$ cat config.mk
export PLATFORM = sky130hd
export DESIGN_NAME = fetch_unit
export DESIGN_NICKNAME = d
export VERILOG_FILES = /design/src/rtl/fetch_unit_pkg.sv /design/src/rtl/fetch_unit_fifo.sv /design/src/rtl/fetch_unit.sv
export SDC_FILE = /design/constraint.sdc
export NUM_CORES = 1
export LEC_CHECK = 0
export ABC_AREA = 0
export CAP_MARGIN = 5
export CORE_MARGIN = 3
export CORE_UTILIZATION = 30
export CTS_CLUSTER_DIAMETER = 80
export CTS_CLUSTER_SIZE = 40
export DETAILED_ROUTE_END_ITERATION = 10
export SLEW_MARGIN = 30
export SYNTH_ARGS = -nofsm -noshare
export SYNTH_HDL_FRONTEND = slang
export SYNTH_SLANG_ARGS = --single-unit
$ cat constraint.sdc
create_clock -name clk -period 12.55 [get_ports clk]
set_input_delay 1.255 -clock clk [delete_from_list [all_inputs] [get_ports clk]]
set_output_delay 1.255 -clock clk [all_outputs]
set_load 0.05 [all_outputs]
$ cat src/rtl/fetch_unit_pkg.sv
// Shared constants, helper widths and response classification for the fetch front end.
package fetch_unit_pkg;

  localparam int INST_BYTES = 4;

  // Pointer width for a FIFO of the given depth; at least one bit even for depth 1.
  function automatic int ptr_w(input int depth);
    return (depth > 1) ? $clog2(depth) : 1;
  endfunction

  // Width of a counter that must hold values 0..n inclusive.
  function automatic int cnt_w(input int n);
    return $clog2(n + 1);
  endfunction

  typedef enum logic [1:0] {
    RSP_NONE = 2'd0,
    RSP_PUSH = 2'd1,
    RSP_DROP = 2'd2
  } rsp_kind_e;

endpackage

$ cat src/rtl/fetch_unit_fifo.sv
// Synchronous FIFO with push/pop/flush, occupancy count and full/empty flags.
// Holds both the instruction queue and the per-request PC tags.
module fetch_unit_fifo
  import fetch_unit_pkg::*;
#(
  parameter int W     = 32,
  parameter int DEPTH = 4
) (
  input  logic                       clk,
  input  logic                       rst,
  input  logic                       push,
  input  logic [W-1:0]               push_data,
  input  logic                       pop,
  input  logic                       flush,
  output logic [W-1:0]               head_data,
  output logic [$clog2(DEPTH+1)-1:0] count,
  output logic                       full,
  output logic                       empty
);

  localparam int PW = ptr_w(DEPTH);
  localparam int CW = $clog2(DEPTH + 1);

  logic [W-1:0]  mem_q [DEPTH];
  logic [PW-1:0] wr_ptr_q, wr_ptr_d;
  logic [PW-1:0] rd_ptr_q, rd_ptr_d;
  logic [CW-1:0] count_q, count_d;
  logic          do_push, do_pop;

  // Explicit wrap so depths that are not a power of two stay correct.
  function automatic logic [PW-1:0] ptr_inc(input logic [PW-1:0] p);
    return (int'(p) == DEPTH - 1) ? '0 : p + PW'(1);
  endfunction

  always_comb begin
    full      = (int'(count_q) == DEPTH);
    empty     = (count_q == '0);
    count     = count_q;
    head_data = mem_q[rd_ptr_q];
    do_pop    = pop && !empty;
    do_push   = push && (!full || do_pop);
    wr_ptr_d  = wr_ptr_q;
    rd_ptr_d  = rd_ptr_q;
    count_d   = count_q;
    if (flush) begin
      wr_ptr_d = '0;
      rd_ptr_d = '0;
      count_d  = '0;
    end else begin
      if (do_push) wr_ptr_d = ptr_inc(wr_ptr_q);
      if (do_pop)  rd_ptr_d = ptr_inc(rd_ptr_q);
      count_d = count_q + CW'(do_push) - CW'(do_pop);
    end
  end

  always_ff @(posedge clk) begin
    if (rst) begin
      wr_ptr_q <= '0;
      rd_ptr_q <= '0;
      count_q  <= '0;
    end else begin
      wr_ptr_q <= wr_ptr_d;
      rd_ptr_q <= rd_ptr_d;
      count_q  <= count_d;
    end
  end

  // Storage carries no reset so it can map onto RAM resources.
  always_ff @(posedge clk) begin
    if (do_push && !flush) mem_q[wr_ptr_q] <= push_data;
  end

  a_no_overflow: assert property (@(posedge clk) disable iff (rst)
    (push && !flush) |-> (!full || pop));

endmodule

$ cat src/rtl/fetch_unit.sv
// Instruction-fetch front end: owns the PC, issues imem requests under a credit
// limit, queues in-order responses and hands {inst, pc, pc+4} to decode.
// Optional FETCH_BYPASS_EN: a response arriving at an empty queue feeds decode directly.
module fetch_unit
  import fetch_unit_pkg::*;
#(
  parameter int              XLEN     = 32,
  parameter int              DEPTH    = 4,
  parameter int              MAX_OUT  = 2,
  parameter logic [XLEN-1:0] RESET_PC = '0
) (
  input  logic            clk,
  input  logic            rst,
  output logic            imem_req_valid,
  input  logic            imem_req_ready,
  output logic [XLEN-1:0] imem_req_addr,
  input  logic            imem_rsp_valid,
  input  logic [31:0]     imem_rsp_data,
  input  logic            redirect_valid,
  input  logic [XLEN-1:0] redirect_pc,
  output logic            inst_valid,
  input  logic            inst_ready,
  output logic [31:0]     inst_data,
  output logic [XLEN-1:0] inst_pc,
  output logic [XLEN-1:0] inst_pc_inc
);

  localparam int              OCW     = cnt_w(MAX_OUT);
  localparam int              QCW     = cnt_w(DEPTH);
  localparam int              EW      = 32 + 2 * XLEN;
  localparam logic [XLEN-1:0] PC_STEP = XLEN'(INST_BYTES);

  logic [XLEN-1:0] fetch_pc_q, fetch_pc_d;
  logic [OCW-1:0]  out_cnt_q, out_cnt_d;
  logic [OCW-1:0]  drop_cnt_q, drop_cnt_d;

  logic            credit_ok, issue_fire, pop_fire, byp;
  rsp_kind_e       rsp_kind;
  logic [XLEN-1:0] rsp_pc;
  logic [EW-1:0]   rsp_entry;

  logic            q_push, q_pop, q_full, q_empty;
  logic [QCW-1:0]  q_count;
  logic [EW-1:0]   q_head;

  logic            tag_full, tag_empty;
  logic [OCW-1:0]  tag_count;

  fetch_unit_fifo #(.W(EW), .DEPTH(DEPTH)) u_inst_q (
    .clk       (clk),
    .rst       (rst),
    .push      (q_push),
    .push_data (rsp_entry),
    .pop       (q_pop),
    .flush     (redirect_valid),
    .head_data (q_head),
    .count     (q_count),
    .full      (q_full),
    .empty     (q_empty)
  );

  // One tag per outstanding request; dropped responses still retire their tag.
  fetch_unit_fifo #(.W(XLEN), .DEPTH(MAX_OUT)) u_tag_q (
    .clk       (clk),
    .rst       (rst),
    .push      (issue_fire),
    .push_data (fetch_pc_q),
    .pop       (imem_rsp_valid),
    .flush     (1'b0),
    .head_data (rsp_pc),
    .count     (tag_count),
    .full      (tag_full),
    .empty     (tag_empty)
  );

  always_comb begin
    // Credits use registered counts only, so a pop never frees a slot in the same cycle.
    credit_ok      = (int'(out_cnt_q) < MAX_OUT) &&
                     (int'(out_cnt_q) + int'(q_count) < DEPTH);
    imem_req_valid = !rst && !redirect_valid && credit_ok;
    imem_req_addr  = fetch_pc_q;
    issue_fire     = imem_req_valid && imem_req_ready;

    if (!imem_rsp_valid)                          rsp_kind = RSP_NONE;
    else if (redirect_valid || drop_cnt_q != '0)  rsp_kind = RSP_DROP;
    else                                          rsp_kind = RSP_PUSH;
    rsp_entry = {imem_rsp_data, rsp_pc, rsp_pc + PC_STEP};

`ifdef FETCH_BYPASS_EN
    byp = !rst && q_empty && (rsp_kind == RSP_PUSH);
`else
    byp = 1'b0;
`endif

    inst_valid = !rst && !redirect_valid && (!q_empty || byp);
    if (!inst_valid)  {inst_data, inst_pc, inst_pc_inc} = '0;
    else if (q_empty) {inst_data, inst_pc, inst_pc_inc} = rsp_entry;
    else              {inst_data, inst_pc, inst_pc_inc} = q_head;

    pop_fire = inst_valid && inst_ready;
    q_pop    = pop_fire && !q_empty;
    q_push   = (rsp_kind == RSP_PUSH) && !(byp && pop_fire);

    fetch_pc_d = fetch_pc_q;
    if (redirect_valid)  fetch_pc_d = redirect_pc & ~XLEN'(3);
    else if (issue_fire) fetch_pc_d = fetch_pc_q + PC_STEP;

    out_cnt_d = out_cnt_q + OCW'(issue_fire) - OCW'(imem_rsp_valid);

    // drop_cnt is a subset of out_cnt, so after a redirect every request still
    // in flight is stale; this also makes back-to-back redirects accumulate right.
    if (redirect_valid)             drop_cnt_d = out_cnt_d;
    else if (rsp_kind == RSP_DROP)  drop_cnt_d = drop_cnt_q - OCW'(1);
    else                            drop_cnt_d = drop_cnt_q;
  end

  always_ff @(posedge clk) begin
    if (rst) begin
      fetch_pc_q <= RESET_PC;
      out_cnt_q  <= '0;
      drop_cnt_q <= '0;
    end else begin
      fetch_pc_q <= fetch_pc_d;
      out_cnt_q  <= out_cnt_d;
      drop_cnt_q <= drop_cnt_d;
    end
  end

  a_rsp_expected: assert property (@(posedge clk) disable iff (rst)
    imem_rsp_valid |-> (out_cnt_q != '0 && !tag_empty));
  a_tag_tracks: assert property (@(posedge clk) disable iff (rst)
    (tag_count == out_cnt_q) && !(issue_fire && tag_full && !imem_rsp_valid));
  a_q_no_overflow: assert property (@(posedge clk) disable iff (rst)
    q_push |-> (!q_full || q_pop));

endmodule

-- After elaboration in Yosys (flattened, before gate mapping)
Memory sizes are Yosys's and may differ from the RTL's. A register that Yosys moved wholly into a read port is not among the register bits.
Cells that the tools add are included.
- register bits: 47
- bits in latches: 0
- RAM bits: 448
- memory bits (read-only): 0
- output and inout port bits: 130
- word-level logic and storage cells: 85
- memories: 2
- memory list (memory ; depth ; bits a word ; read ports ; clocked after memory_dff ; wr ports ; RTL line ; source):
    u_inst_q.mem_q ; 4 ; 96 ; 1 ; 1 ; 1 ; fetch_unit_fifo.sv:24 ; logic [W-1:0] mem_q [DEPTH];
    u_tag_q.mem_q ; 2 ; 32 ; 1 ; 1 ; 1 ; fetch_unit_fifo.sv:24 ;
- add/subtract/negate cells: 14
- multiply operators: 0
- divide/modulo/power cells: 0
- $lt $le $gt $ge: 2
- equality and inequality tests: 6
- shift-type cells: 0
- mux-type cells: 24
- bitwise operators: 0
- reductions and logical operators: 27
- operator list (operator ; count):
    32-bit two-way mux ; 8
    32-bit by 3-bit adder with 32-bit output, second input constant ; 2
    2-bit two-way mux ; 8
    1-bit logical AND ; 12
    1-bit two-way mux ; 8
    2-bit by 1-bit equality test with 1-bit output, second input constant ; 3
    1-bit logical NOT ; 6
    2-bit nonzero test ; 3
    2-bit by 1-bit adder with 2-bit output ; 2
    2-bit by 1-bit adder with 2-bit output, second input constant ; 2
    2-bit by 3-bit adder with 4-bit output ; 1
    2-bit equality test, second input constant ; 2
    4-bit by 3-bit less-than comparator with 1-bit output, second input constant ; 1
    2-bit by 1-bit subtractor with 2-bit output ; 2
    3-bit by 1-bit adder with 3-bit output ; 1
    3-bit equality test, second input constant ; 1
    3-bit logical NOT ; 1
    1-bit logical OR ; 3
    3-bit by 1-bit subtractor with 3-bit output ; 1
    1-bit adder, second input constant ; 2
    2-bit logical NOT ; 1
    2-bit less-than comparator, second input constant ; 1
    2-bit OR reduction ; 1
    2-bit by 1-bit subtractor with 2-bit output, second input constant ; 1

-- Logic depth before layout (Yosys ltp)
- depth in word-level cells: 11
- depth in mapped cells: 12
- mapped depth without buffers: 10

-- Modules after synthesis
A second synthesis with hierarchy kept.
- cells, all modules: 1130
- area total of the unflattened synthesis: 20073.0 um^2
- by module, submodules not included (module ; times used ; cells each ; area each (um^2) ; sequential area each (um^2)):
    fetch_unit_fifo (u_inst_q) ; 1 ; 553 ; 14323.7 ; 11711.2
    fetch_unit ; 1 ; 447 ; 3198.1 ; 680.7
    fetch_unit_fifo (u_tag_q) ; 1 ; 130 ; 2551.2 ; 2021.9

-- Worst setup path after synthesis
No wires, ideal clock.
- path kind: input-to-reg
- start: input redirect_valid
- end: memory u_inst_q.mem_q[0][10] in the netlist's numbering (enable)
- setup time: 0.461 ns
- arrival time: 4.438 ns
- required time: 12.089 ns
- path slack: 7.651 ns
- stages: 5
- buffers on the path: 1
- path through: buf_6 -> nor2_1 -> nand2_1 -> a311oi_2 -> and2_1
- word-level cells in the longest chain between the ends: 11
- elaborated cells between the ends (all ways): 15
- classes of those cells: eq/ne (1); mux (4); reduce/logical (10)
- RTL lines (element ; RTL line ; source):
    start, declared ; fetch_unit.sv:19 ; input logic redirect_valid,
    1-bit logical NOT ; fetch_unit_fifo.sv:70, fetch_unit.sv:95 ;
    1-bit logical AND (2 in series) ; fetch_unit.sv:95 ; inst_valid = !rst && !redirect_valid && (!q_empty || byp);
    1-bit logical AND ; fetch_unit.sv:100 ; pop_fire = inst_valid && inst_ready;
    1-bit logical AND ; fetch_unit.sv:101 ; q_pop = pop_fire && !q_empty;
    1-bit logical AND ; fetch_unit_fifo.sv:40 ; do_pop = pop && !empty;
    1-bit logical OR ; fetch_unit_fifo.sv:41 ; do_push = push && (!full || do_pop);
    1-bit logical AND ; fetch_unit_fifo.sv:41 ;
    1-bit logical AND * ; fetch_unit_fifo.sv:70 ; if (do_push && !flush) mem_q[wr_ptr_q] <= push_data;
    1-bit two-way mux * ; fetch_unit_fifo.sv:70 ;
    1-bit two-way mux (implied by the code) * ; fetch_unit_fifo.sv:70 ;
    end, declared ; fetch_unit_fifo.sv:24 ;
Mark *: on every way between the ends. The rest lies on a longest branch, timed or not.

-- Worst setup path after layout
- start: input rst
- end: output inst_pc_inc[12]
- word-level cells in the longest chain between the ends: 4
- RTL lines (element ; RTL line ; source):
    start, declared ; fetch_unit.sv:13 ; input logic rst,
    1-bit logical NOT ; fetch_unit.sv:95 ;
    1-bit logical AND (2 in series) ; fetch_unit.sv:95 ;
    32-bit two-way mux ; fetch_unit.sv:96 ; if (!inst_valid) {inst_data, inst_pc, inst_pc_inc} = '0;
    end, declared ; fetch_unit.sv:25 ; output logic [XLEN-1:0] inst_pc_inc
No other way between the ends.

==> results.ini <==
[global_routing]
grt_pass1_vias = 10853
overflow = 0
grt_max_degree = 96
antenna_found_initial = 2
track_usage_pct = 12.7
grt_pass1_wl_um = 66400

[yosys]
ys_types = 67
yosysMostFrequentCell = edfxtp_1
synth_edf_count = 428
ys_ff_latch = 476
synth_area_leader_cell = edfxtp_1
netlist_area_um2 = 19600
async_reset_ff_share_pct = 0
ys_seq_area_share_pct = 70.4
synthTopCellsByArea = edfxtp_1 65%, mux4_2 11%, dfxtp_1 4.9%
ys_warn_count = 0
synth_commonest_cells = 428 x edfxtp_1, 101 x and2_1, 92 x mux4_2
yosysTopAreaCellShare_pct = 65.5
avgSynthCellArea_um2 = 17.3
synth_flop_cell = edfxtp_1
syn_inst = 1137

[clock_network]
cts.root.buffer_cell = clkbuf_16
post_cts.repair.setup_buffers = 0
cts_tree = yes
htree_levels = 1
ctsResizeCount = 0
numCtsBuffers = 25
ctsHoldBuffers = 0
insertion_delay_ns = 0.59
clkSinkCount = 476
clk_pin_slew_ns = 0.12
clock_path_buffers = 3

[pwr]
p_leak_uw = 0.00729
p_per_area_nw_per_um2 = 137
peakVddDrop_mv = 0.0883

[detailed_routing]
drt_iter0_markers = 634
wl_um = 44100
via_per_inst = 4.86
remaining_drc_errors = 0
post_drt_wl_per_cell_um = 20.2
drtPass1Iterations = 4
ant_nets = 0
vias = 10617

[layout]
drive_above_1_share_pct = 14.5
nets = 1398
final_area_um2 = 23400
syn_to_final_growth_pct = 19.2
antennaDiodeCount = 0
n_fill_cell = 6089

[timing]
fin_crit_sh_pct = 46.3
worst_slew_pin_slew_ns = 0.953
min_period_ns = 5.81
finalHoldViolCount = 0
fmax_mhz = 172
rsz0062_at_grt = false
clock_skew_ns = 0.0391
fin_hold_ws_ns = 0.502
slew_headroom_pct = 36.5
finalSetupTns_ns = 0
finalSetupViolations = 0
slew_violations = 0

[die]
core-area_um2 = 64600
initial_core_util_pct = 30.4
io_pins = 200
rows = 93
die-area_um2 = 68500
die_w_um = 262
die_h_um = 262

[place]
numPortBuffers = 191
hpwl_um = 27500
place_area_um2 = 22400
place.gp.congestion = 0.756

[status]
outcome = finished, final reports clean

[critical_path]
cp-end-kind = output pin
critPathLaunchType = primary input
cp.arrival_ns = 4.56
critPathMaxFanout = 95
setup.worst_path.class = primary input to output pin
required_ns = 11.30

[flow_run]
cap_violations = 0

[worst_hold_path]
hold_class = register to register

[cell type report]
class,instances,area [um^2],share of cell area (%)
Tap cell,855,1070,4.57
Multi-Input combinational cell,575,5430,23.2
Clock buffer,25,626,2.67
Clock inverter,20,322,1.37
Inverter,30,113,0.481
Sequential cell,476,13800,59.1
Timing Repair Buffer,204,2010,8.59
[cell usage in the layout (no fill, tap or decap), drive strengths merged, types with 9 or more instances in the layout]
cell | netlist | final
inv | 29 | 42
xor2 | 9 | 9
a31oi | 18 | 18
mux2i | 17 | 17
nor3 | 13 | 13
ha | 15 | 15
nor2 | 36 | 36
mux2 | 17 | 17
buf | 27 | 13
nand4 | 21 | 21
nand2 | 43 | 43
xnor2 | 30 | 30
a21oi | 25 | 25
nand3 | 27 | 27
and3 | 12 | 12
clkdlybuf4s50 | 0 | 191
clkbuf | 34 | 25
mux4 | 92 | 92
o21ai | 12 | 12
and2 | 101 | 101
edfxtp | 428 | 428
dfxtp | 48 | 48
[flip-flops by register name, summed over array words and instances (netlist names), 2 cells and up, named ones only]
register,cells
u_inst_q.mem_q,368
u_tag_q.mem_q,60
imem_req_addr,30
u_inst_q.count,3
drop_cnt_q,2
out_cnt_q,2
u_inst_q.rd_ptr_q,2
u_inst_q.wr_ptr_q,2
u_tag_q.count,2
[stage by stage]
step | cells | util, % | total power [uW] | setup slack (ns)
final | 2185 | 36.2 | 3200 | 6.74
after global routing | 2185 | 36.2 | 3330 | 6.42
after CTS | 2185 | 36.2 | 3240 | 6.71
after detailed placement | 2140 | 34.8 | 2220 | 6.71
after global placement | 2140 | 34.8 | 2210 | 6.72
after floorplan | 1142 | - | 2100 | 7.65
[metal layers]
metal  share of wire, %  routed length [um]  track usage [%]  vias up
li1                   -                   -                -     4786
met1                 46               20100             17.9     5482
met2                 48               21100             20.9      312
met3                5.3                2330             2.00       37
met4                1.4                 608             2.29        0
met5                  0                   0                0        -
[cells by family (layout without fill, tap and decap cells)]
kind of cell	after synthesis	count (layout)	share of synthesized area [%]
other	1	6	0.0191
flip-flops	476	476	70.4
adder cells (fa/ha/maj)	16	16	1.06
AO/OA/AOI/OAI	91	91	3.25
buffers and inverters	91	279	2.10
multiplexers	126	126	12.4
XOR/XNOR	39	39	1.74
AND/OR/NAND/NOR	297	297	9.03
[worst paths after layout]
check                                        end  slack [ns]  cells after the start                              start
setup reg to reg  u_tag_q.mem_q[1][14]$_DFFE_PP_        8.97                      7       u_inst_q.count[1]$_SDFF_PP0_
hold / removal                          register        0.50                      2  u_inst_q.rd_ptr_q[1]$_SDFFE_PP0N_
setup / recovery                 inst_pc_inc[12]        6.74                      7                                rst
hold reg to reg                         register        0.50                      2  u_inst_q.rd_ptr_q[1]$_SDFFE_PP0N_
[where the power goes]
part	leakage (uW)	switching, uW	internal, uW
Clock	0.000453	581	438
Combinational	0.00255	206	129
Sequential	0.00429	31.7	1810
Total	0.00729	819	2380
[worst max-delay path, stage by stage]
cell and delay, ns:
clkdlybuf4s50_1 0.39, buf_4 0.28, nor2_1 0.51, o31a_2 0.25, buf_4 0.63, and2_1 0.25, clkdlybuf4s50_1 0.88
(Power assumes the default switching activity.)
